### src/rtl/rec_mult_pkg.sv
// Shared definitions for the sequential recursive multiplier: mode encoding,
// controller state enum and the partial-product skip predicate.
package rec_mult_pkg;

  localparam logic [1:0] MODE_EXACT  = 2'd0;
  localparam logic [1:0] MODE_APPROX = 2'd1;
  localparam logic [1:0] MODE_SKIP   = 2'd2;

  typedef enum logic [1:0] {
    IDLE = 2'd0,
    BUSY = 2'd1,
    DONE = 2'd2
  } state_e;

  // Low-significance products (i+j < k-1) are dropped in skip mode.
  function automatic logic skip_product(input logic [1:0] mode,
                                        input int unsigned i,
                                        input int unsigned j,
                                        input int unsigned k);
    return (mode >= MODE_SKIP) && ((i + j + 32'd1) < k);
  endfunction

  // Mode 3 is an alias of the skip mode.
  function automatic logic [1:0] norm_mode(input logic [1:0] mode);
    return (mode == 2'd3) ? MODE_SKIP : mode;
  endfunction

endpackage

### src/rtl/rec_mult_core.sv
// Combinational N x N recursive multiplier; the 2x2 leaf optionally returns
// 7 for 3*3, and every level above recombines four half-width products exactly.
module rec_mult_core #(
  parameter int N = 8
) (
  input  logic [N-1:0]   x,
  input  logic [N-1:0]   y,
  input  logic           approx,
  output logic [2*N-1:0] p
);

  generate
    if (N == 2) begin : g_leaf
      // 2x2 cell with the single approximate entry.
      always_comb begin
        if (approx && (x == 2'd3) && (y == 2'd3)) begin
          p = 4'd7;
        end else begin
          p = {2'b00, x} * {2'b00, y};
        end
      end
    end else begin : g_split
      localparam int H = N / 2;
      logic [N-1:0] hh_s, hl_s, lh_s, ll_s;

      rec_mult_core #(.N(H)) u_hh (.x(x[N-1:H]), .y(y[N-1:H]), .approx(approx), .p(hh_s));
      rec_mult_core #(.N(H)) u_hl (.x(x[N-1:H]), .y(y[H-1:0]), .approx(approx), .p(hl_s));
      rec_mult_core #(.N(H)) u_lh (.x(x[H-1:0]), .y(y[N-1:H]), .approx(approx), .p(lh_s));
      rec_mult_core #(.N(H)) u_ll (.x(x[H-1:0]), .y(y[H-1:0]), .approx(approx), .p(ll_s));

      // Exact shifted recombination; the approximate sum never exceeds the exact one.
      always_comb begin
        p = {hh_s, {N{1'b0}}}
          + {{H{1'b0}}, hl_s, {H{1'b0}}}
          + {{H{1'b0}}, lh_s, {H{1'b0}}}
          + {{N{1'b0}}, ll_s};
      end
    end
  endgenerate

endmodule

### src/rtl/rec_mult_seq.sv
// Multi-cycle multiplier that time-shares one BASE_W recursive core over all
// K*K chunk products and accumulates them behind valid/ready handshakes.
module rec_mult_seq
  import rec_mult_pkg::*;
#(
  parameter int WIDTH  = 16,
  parameter int BASE_W = 8
) (
  input  logic               clk,
  input  logic               rst_n,
  input  logic               in_valid,
  output logic               in_ready,
  input  logic [WIDTH-1:0]   in_a,
  input  logic [WIDTH-1:0]   in_b,
  input  logic [1:0]         in_mode,
  output logic               out_valid,
  input  logic               out_ready,
  output logic [2*WIDTH-1:0] out_y,
  output logic [1:0]         out_mode
);

  localparam int unsigned K     = WIDTH / BASE_W;
  localparam int unsigned NPROD = K * K;
  localparam int          IDXW  = (NPROD > 1) ? $clog2(NPROD) : 1;
  localparam int          PW    = 2 * WIDTH;
  localparam logic [IDXW-1:0] LAST_IDX = IDXW'(NPROD - 1);

  state_e              state_r;
  logic [WIDTH-1:0]    a_r, b_r;
  logic [1:0]          mode_r;
  logic [IDXW-1:0]     idx_r;
  logic [PW-1:0]       acc_r;

  int unsigned         i_s, j_s;
  logic [BASE_W-1:0]   a_chunk_s, b_chunk_s;
  logic [2*BASE_W-1:0] core_p_s;
  logic [PW-1:0]       term_s;
  logic                approx_s;

  // Chunk select for the current product index and its shifted contribution.
  always_comb begin
    i_s       = 32'(idx_r) / K;
    j_s       = 32'(idx_r) % K;
    a_chunk_s = BASE_W'(a_r >> (i_s * BASE_W));
    b_chunk_s = BASE_W'(b_r >> (j_s * BASE_W));
    approx_s  = (mode_r != MODE_EXACT);
    if (skip_product(mode_r, i_s, j_s, K)) begin
      term_s = {PW{1'b0}};
    end else begin
      term_s = PW'(core_p_s) << ((i_s + j_s) * BASE_W);
    end
  end

  rec_mult_core #(.N(BASE_W)) u_core (
    .x      (a_chunk_s),
    .y      (b_chunk_s),
    .approx (approx_s),
    .p      (core_p_s)
  );

  // Controller, operand/index/accumulator registers and registered outputs.
  always_ff @(posedge clk or negedge rst_n) begin
    if (!rst_n) begin
      state_r   <= IDLE;
      a_r       <= {WIDTH{1'b0}};
      b_r       <= {WIDTH{1'b0}};
      mode_r    <= MODE_EXACT;
      idx_r     <= {IDXW{1'b0}};
      acc_r     <= {PW{1'b0}};
      in_ready  <= 1'b0;
      out_valid <= 1'b0;
      out_y     <= {PW{1'b0}};
      out_mode  <= 2'd0;
    end else begin
      case (state_r)
        IDLE: begin
          in_ready <= 1'b1;
          if (in_valid && in_ready) begin
            a_r      <= in_a;
            b_r      <= in_b;
            mode_r   <= norm_mode(in_mode);
            acc_r    <= {PW{1'b0}};
            idx_r    <= {IDXW{1'b0}};
            in_ready <= 1'b0;
            state_r  <= BUSY;
          end
        end
        BUSY: begin
          acc_r <= acc_r + term_s;
          idx_r <= idx_r + IDXW'(1);
          if (idx_r == LAST_IDX) begin
            idx_r     <= {IDXW{1'b0}};
            out_y     <= acc_r + term_s;
            out_mode  <= mode_r;
            out_valid <= 1'b1;
            state_r   <= DONE;
          end
        end
        DONE: begin
          if (out_ready) begin
            out_valid <= 1'b0;
            in_ready  <= 1'b1;
            state_r   <= IDLE;
          end
        end
        default: begin
          in_ready  <= 1'b0;
          out_valid <= 1'b0;
          state_r   <= IDLE;
        end
      endcase
    end
  end

endmodule
### config.mk
export PLATFORM = sky130hd
export DESIGN_NAME = rec_mult_seq
export DESIGN_NICKNAME = d
export VERILOG_FILES = /design/src/rtl/rec_mult_pkg.sv /design/src/rtl/rec_mult_core.sv /design/src/rtl/rec_mult_seq.sv
export SDC_FILE = /design/constraint.sdc
export NUM_CORES = 1
export LEC_CHECK = 0
export ABC_AREA = 1
export BUFFER_PORTS_ARGS = -buffer_cell sky130_fd_sc_hd__buf_2
export CORE_AREA = 2 2 145 147
export CTS_BUF_LIST = sky130_fd_sc_hd__clkbuf_8
export CTS_CLUSTER_DIAMETER = 120
export DETAILED_ROUTE_END_ITERATION = 6
export DIE_AREA = 0 0 147 149
export PLACE_DENSITY_LB_ADDON = 0.15
export SYNTH_ARGS = -nofsm -noshare
export SYNTH_HDL_FRONTEND = slang
export SYNTH_SLANG_ARGS = --single-unit
### constraint.sdc
create_clock -name clk -period 17.6 [get_ports clk]
set_clock_uncertainty 0.05 [all_clocks]
set_input_delay 3.52 -clock clk [delete_from_list [all_inputs] [get_ports clk]]
set_output_delay 3.52 -clock clk [all_outputs]
set_load 0.1 [all_outputs]
## Yosys cells after proc, flatten, opt, wreduce, memory -nomap -nowiden

Index checks and enable logic that the tools add are counted.

| cells by class | value |
|---|---|
| add/sub/neg operators | 19 |
| mux-type cells | 33 |
| $mul | 16 |
| bitwise logic cells | 2 |
| reductions and logical operators | 31 |
| order comparisons | 2 |
| equal/unequal tests | 15 |
| shift operators | 3 |

Operators by type and width:

| operator | count |
|---|---|
| $add A8 B6 Y8 | 8 |
| $mul A2 B2 Y4 | 16 |
| $mux W32 | 2 |
| $mux W4 | 16 |
| $pmux W32 S2 | 1 |
| $add A16 B12 Y16 | 2 |
| $add A32 B1 Y32 const B | 1 |
| $add A32 B32 Y32 | 1 |
| $add A8 B4 Y8 | 4 |
| $lt A32 B2 Y1 const B | 1 |
| $shl A16 B5 Y32 | 1 |
| $shr A16 B4 Y8 | 2 |
| $eq A2 B2 Y1 const B | 11 |
| $logic_and A1 B1 Y1 | 22 |
| $add A16 B8 Y16 | 1 |
| $mux W2 | 6 |
| $reduce_and A2 Y1 | 4 |
| $ne A2 B2 Y1 const B | 3 |
| $pmux W1 S3 | 2 |
| $pmux W2 S3 | 1 |
| $reduce_and A3 Y1 | 2 |
| $mux W1 | 4 |
| $pmux W2 S2 | 1 |
| $reduce_bool A2 Y1 | 2 |
| other kinds (6) | 7 |

| storage, ports and cells | value |
|---|---|
| output and inout bits | 36 |
| bits of input ports | 38 |
| word-level logic and storage cells | 131 |
| bits in registers | 106 |

## Longest topological paths before layout

| logic depth | value |
|---|---|
| word-level depth | 15 |
| mapped depth | 42 |
| depth with buffers taken out | 41 |

## Modules after synthesis

Synthesis repeated with hierarchy kept, for this count alone.

| second synthesis, totals | value |
|---|---|
| cells, all modules | 1587 |
| area, all modules | 10287.4 µm² |

By module, submodules not included:

| module | times used | seq. area each (µm²) | cells each | area an instance (µm²) |
|---|---|---|---|---|
| rec_mult_seq | 1 | 2652.5 | 1033 | 6897.9 |
| rec_mult_core at u_core.g_split.u_hh.g_split.u_hh ... | 16 | 0.0 | 17 | 95.1 |
| rec_mult_core at u_core.g_split.u_hh ... | 4 | 0.0 | 43 | 292.8 |
| rec_mult_core at u_core | 1 | 0.0 | 110 | 696.9 |

## Least setup slack after synthesis

OpenSTA, ideal clock, no wires.

| timing | value |
|---|---|
| kind | flip-flop to flip-flop |
| start point | register idx_r[0] |
| end point | register out_y[22] |
| clock period less this slack | 6399 ps |
| path buffers | 1 |
| cell stages (with the launch flop) | 36 |
| library setup time | 120 ps |
| setup slack | 11201 ps |
| required time | 17430 ps |
| data arrival time | 6229 ps |
| cells stage by stage | dfrtp_1 > buf_6 > mux2i_1 > nor2_1 > ha_1 > or2_1 > fa_1 > ha_1 > fa_1 > xnor2_1 > fa_1 > inv_1 > ha_1 > inv_1 > fa_1 > nand3b_1 > nand2_1 > a31oi_1 > xor2_1 > inv_1 > nand2_1 > o21ai_0 > nor2_1 > ha_1 > a21o_1 > nand3_1 > nand2_1 > a21oi_1 > o21ai_1 > nand2_1 > nand2_1 > nand2_1 > nand2_1 > or2_1 > nand3_1 > nand2_1 |

| between the ends | value |
|---|---|
| longest elaborated chain between the ends | 13 |
| elaborated cells on any way between the ends | 77 |
| those cells by class | add/sub (18); mul (16); order compare (1); eq/ne (5); shift (2); mux (17); reduce/logical (18) |

Ends and longest elaborated chain:

| what | RTL line | text |
|---|---|---|
| start: declaration | rec_mult_seq.sv:31 | `logic [IDXW-1:0] idx_r;` |
| start signal: assignment | rec_mult_seq.sv:68 | `idx_r <= {IDXW{1'b0}};` |
| start signal: assignment | rec_mult_seq.sv:83 | `idx_r <= {IDXW{1'b0}};` |
| start signal: assignment | rec_mult_seq.sv:90 | `idx_r <= idx_r + IDXW'(1);` |
| parallel branches: the longest is 13 deep, another holds $add A32 B32 Y32 | - |  |
| end signal: assignment | rec_mult_seq.sv:72 | `out_y <= {PW{1'b0}};` |
| end signal: assignment | rec_mult_seq.sv:93 | `out_y <= acc_r + term_s;` |
| end: declaration | rec_mult_seq.sv:18 | `output logic [2*WIDTH-1:0] out_y,` |

Parallel ways; which one is timed is not known.
A chain may end at the register's enable or synchronous reset.

## Final worst setup path

| timing | value |
|---|---|
| start point | register idx_r[0] |
| end point | register out_y[21] |

The elaborated chain is that of the path after synthesis.

==> flow_metrics.py <==
metrics = {
    "layout": {
        "fillers": 2172,
        "seqCellArea_sq_um": 2653,
        "final_nets": 1452,
        "drive_gt1_frac": 0.1062,
        "area_delta_synth_final_pct": 9.549,
        "multi_input_area_sq_um": 5707,
        "diodes": 0,
    },
    "drt": {
        "dr.pass1.iters": 5,
        "ant_nets": 0,
        "drt_wl_total_um": 25580,
        "wl_per_cell_um": 16.24,
        "route.vias.total": 8022,
        "drc": 0,
        "drtIter0Drc": 381,
        "via_per_inst": 5.093,
    },
    "global_routing": {
        "grt_pass1_vias": 8001,
        "grt_pass1_wl_um": 41290,
        "antenna_found_initial": 0,
        "grt-ovfl-total": 0,
        "grt_start_max_net_pins": 62,
        "gr-usage-all-layers": 0.2403,
    },
    "synth": {
        "synth_area_leader_cell": "dfrtp_1",
        "synth_top_flop_cell": "dfrtp_1",
        "synth_area_sq_um": 8962,
        "syn-num-nets": 1388,
        "synth-edff-count": 0,
        "async_reset_ff_frac": 1.000,
        "synth_top_area_frac": 0.2960,
        "synth_warnings": 0,
        "yosys-top-cells-area": "dfrtp_1 (30%), nand2_1 (14%), ha_1 (12%)",
        "syn_inst": 1231,
        "synth-seq-area-share": 0.2960,
        "avgSynthCellArea_sq_um": 7.281,
        "yosysUniqueCellTypes": 47,
        "ys_ff_latch": 106,
    },
    "clock_network": {
        "cts_made_buffers": 9,
        "cts_tree": "built",
        "cts.path.max_buffers": 2,
        "cts-root-buf": "clkbuf_8",
        "cts_max_level": 3,
        "cts_hold_buf": 0,
        "post_cts_resized": 0,
        "numClockSinks": 106,
        "postCtsSetupBuffers": 0,
        "clk-insertion-delay-late_ns": 0.41,
        "clkTransAtPathRegs_ns": 0.12,
    },
    "worst_setup_path": {
        "crit_arrival_ns": 8.07,
        "cpMostUsedCell": "nand2_1",
        "crit_type": "flop to flop",
        "critPathLaunchType": "flop",
        "required_ns": 17.86,
        "critPathMaxFanout": 14,
        "slowest_delay_ns": 0.79,
        "crit_path_end_kind": "flop",
        "crit_slowest_cell": "mux2i_1",
    },
    "sta": {
        "max_freq_mhz": 128.0,
        "final.setup.tns_ns": 0,
        "worst-slew-pin-transition_ns": 0.9321,
        "rsz0062_at_grt": "false",
        "hold_viol": 0,
        "layout_min_cycle_time_ns": 7.813,
        "period_share": 0.4439,
        "slew_headroom": 0.3608,
        "slew_violations": 0,
        "setup_viol": 0,
    },
    "place": {
        "hpwlAfterDp_um": 20550,
        "gp_congestion": 0.9313,
        "portBuffers": 73,
    },
    "floorplanning": {
        "io_pins": 74,
        "initial_core_util": 0.4360,
        "die_x_um": 147,
        "die-height_um": 149,
        "coreArea_sq_um": 20560,
        "dieArea_sq_um": 21900,
        "num_rows": 53,
    },
    "min_path": {
        "hp-class": "flop to flop",
    },
    "run": {
        "drv_cap": 0,
    },
    "outcome": {
        "status": "complete, no violations",
    },
}
-- stage by stage --
stage / std cells / utilization / instance area (sq um) / setup slack [ns] / hold WS [ns]
after detailed placement: 1559 / 0.4681 / 9623 / 9.830 / 0.4087
after CTS: 1575 / 0.4776 / 9818 / 9.818 / 0.4328
after global placement: 1559 / 0.4681 / 9623 / 9.893 / 0.4048
after global routing: 1575 / 0.4776 / 9818 / 9.260 / 0.4571
after floorplan: 1231 / - / 8962 / 11.20 / 0.3842
final: 1575 / 0.4776 / 9818 / 9.787 / 0.4308
-- worst max-delay path: cells and delay by family, from the launching register on --
kind,cells,cell delay [ns]
AOI/OAI and AO/OA,5,1.14
and+or+nand+nor,12,1.51
buffers and inverters,3,0.21
xor gates and xnor gates,2,0.39
DFF,1,0.78
adders and majority gates,8,2.81
muxes,1,0.79
-- sequential cells by signal (all words and copies together) (netlist names), 2 cells and up --
register  flops
out_y        32
state_r       2
idx_r         2
a_r          16
b_r          16
out_mode      2
acc_r        32
mode_r        2
-- cell usage after synthesis, types with 2 or more instances --
library cell	count
a21o_1	6
a21oi_1	53
a2bb2oi_1	2
a31oi_1	4
a32o_1	5
buf_2	3
clkbuf_1	21
dfrtp_1	106
fa_1	30
ha_1	89
inv_1	128
inv_2	4
mux2i_1	9
nand2_1	339
nand2_2	2
nand3_1	63
nand3_2	4
nand3b_1	3
nand4_1	13
nor2_1	161
nor2_2	2
nor3_1	12
o21ai_0	69
o21ai_1	16
o21ai_2	7
o22ai_1	3
or2_1	13
or2_2	18
xnor2_1	16
xor2_1	13
-- path summary, 6_finish.rpt --
| check | cells after the start | end | start | slack, ns |
|---|---|---|---|---|
| setup / recovery | 31 | out_y[21] | idx_r[0] | 9.79 |
| hold / removal | 2 | b_r[1] | b_r[1] | 0.43 |
| setup reg to reg | 31 | out_y[21] | idx_r[0] | 9.79 |
| hold reg to reg | 2 | b_r[1] | b_r[1] | 0.43 |
| max in group asynchronous | 2 | b_r[9] | rst_n | 13.17 |
| min in group asynchronous | 1 | out_y[6] | rst_n | 3.05 |
-- logic make-up after synthesis --
kind of cell | share of synthesized area
flip-flops | 0.2960
XOR/XNOR | 0.02834
AO/OA/AOI/OAI | 0.1107
adder cells (fa/ha/maj) | 0.1913
buffers and inverters | 0.06869
AND/OR/NAND/NOR | 0.2950
multiplexers | 0.01005
-- layout make-up --
type,count,share of cell area
multi-input combinational,965,0.5812
clock inverter,5,0.004460
clock buffer,11,0.01542
tap,275,0.03505
inverter,133,0.05085
sequential,106,0.2702
timing repair buffer,80,0.04282
-- metal layers --
layer | track usage | vias up | share of wire
met5 | 0 | - | 0
met4 | 0.09327 | 0 | 0.033
met3 | 0.03609 | 46 | 0.037
met2 | 0.4225 | 157 | 0.48
met1 | 0.2992 | 3705 | 0.45
li1 | - | 4114 | -
-- cells in the final DEF (no fill, tap or decap), types with 2 or more instances in the layout --
master / Yosys / layout
clkinvlp_4: 0 / 2
inv_2: 4 / 4
nand3b_1: 3 / 3
a2bb2oi_1: 2 / 2
dfrtp_1: 106 / 106
xor2_1: 13 / 13
nor2_1: 161 / 160
a21oi_1: 53 / 53
clkbuf_8: 0 / 11
a31oi_1: 4 / 4
nand3_2: 4 / 4
nor3_1: 12 / 11
o21ai_0: 69 / 69
buf_2: 3 / 72
o21ai_2: 7 / 7
o21ai_1: 16 / 16
xnor2_1: 16 / 16
inv_6: 0 / 2
nor2_2: 2 / 2
nand4_1: 13 / 13
ha_1: 89 / 89
fa_1: 30 / 30
inv_1: 128 / 128
a21o_1: 6 / 6
or2_1: 13 / 13
nand2_1: 339 / 339
buf_4: 1 / 8
nand2_2: 2 / 2
nand3_1: 63 / 63
or2_2: 18 / 18
a32o_1: 5 / 5
o22ai_1: 3 / 3
mux2i_1: 9 / 9
nor2_4: 1 / 2
Power is left out: the tool's default activity adds up to more than one toggle a clock period on the data nets, which glitch-free logic cannot reach.
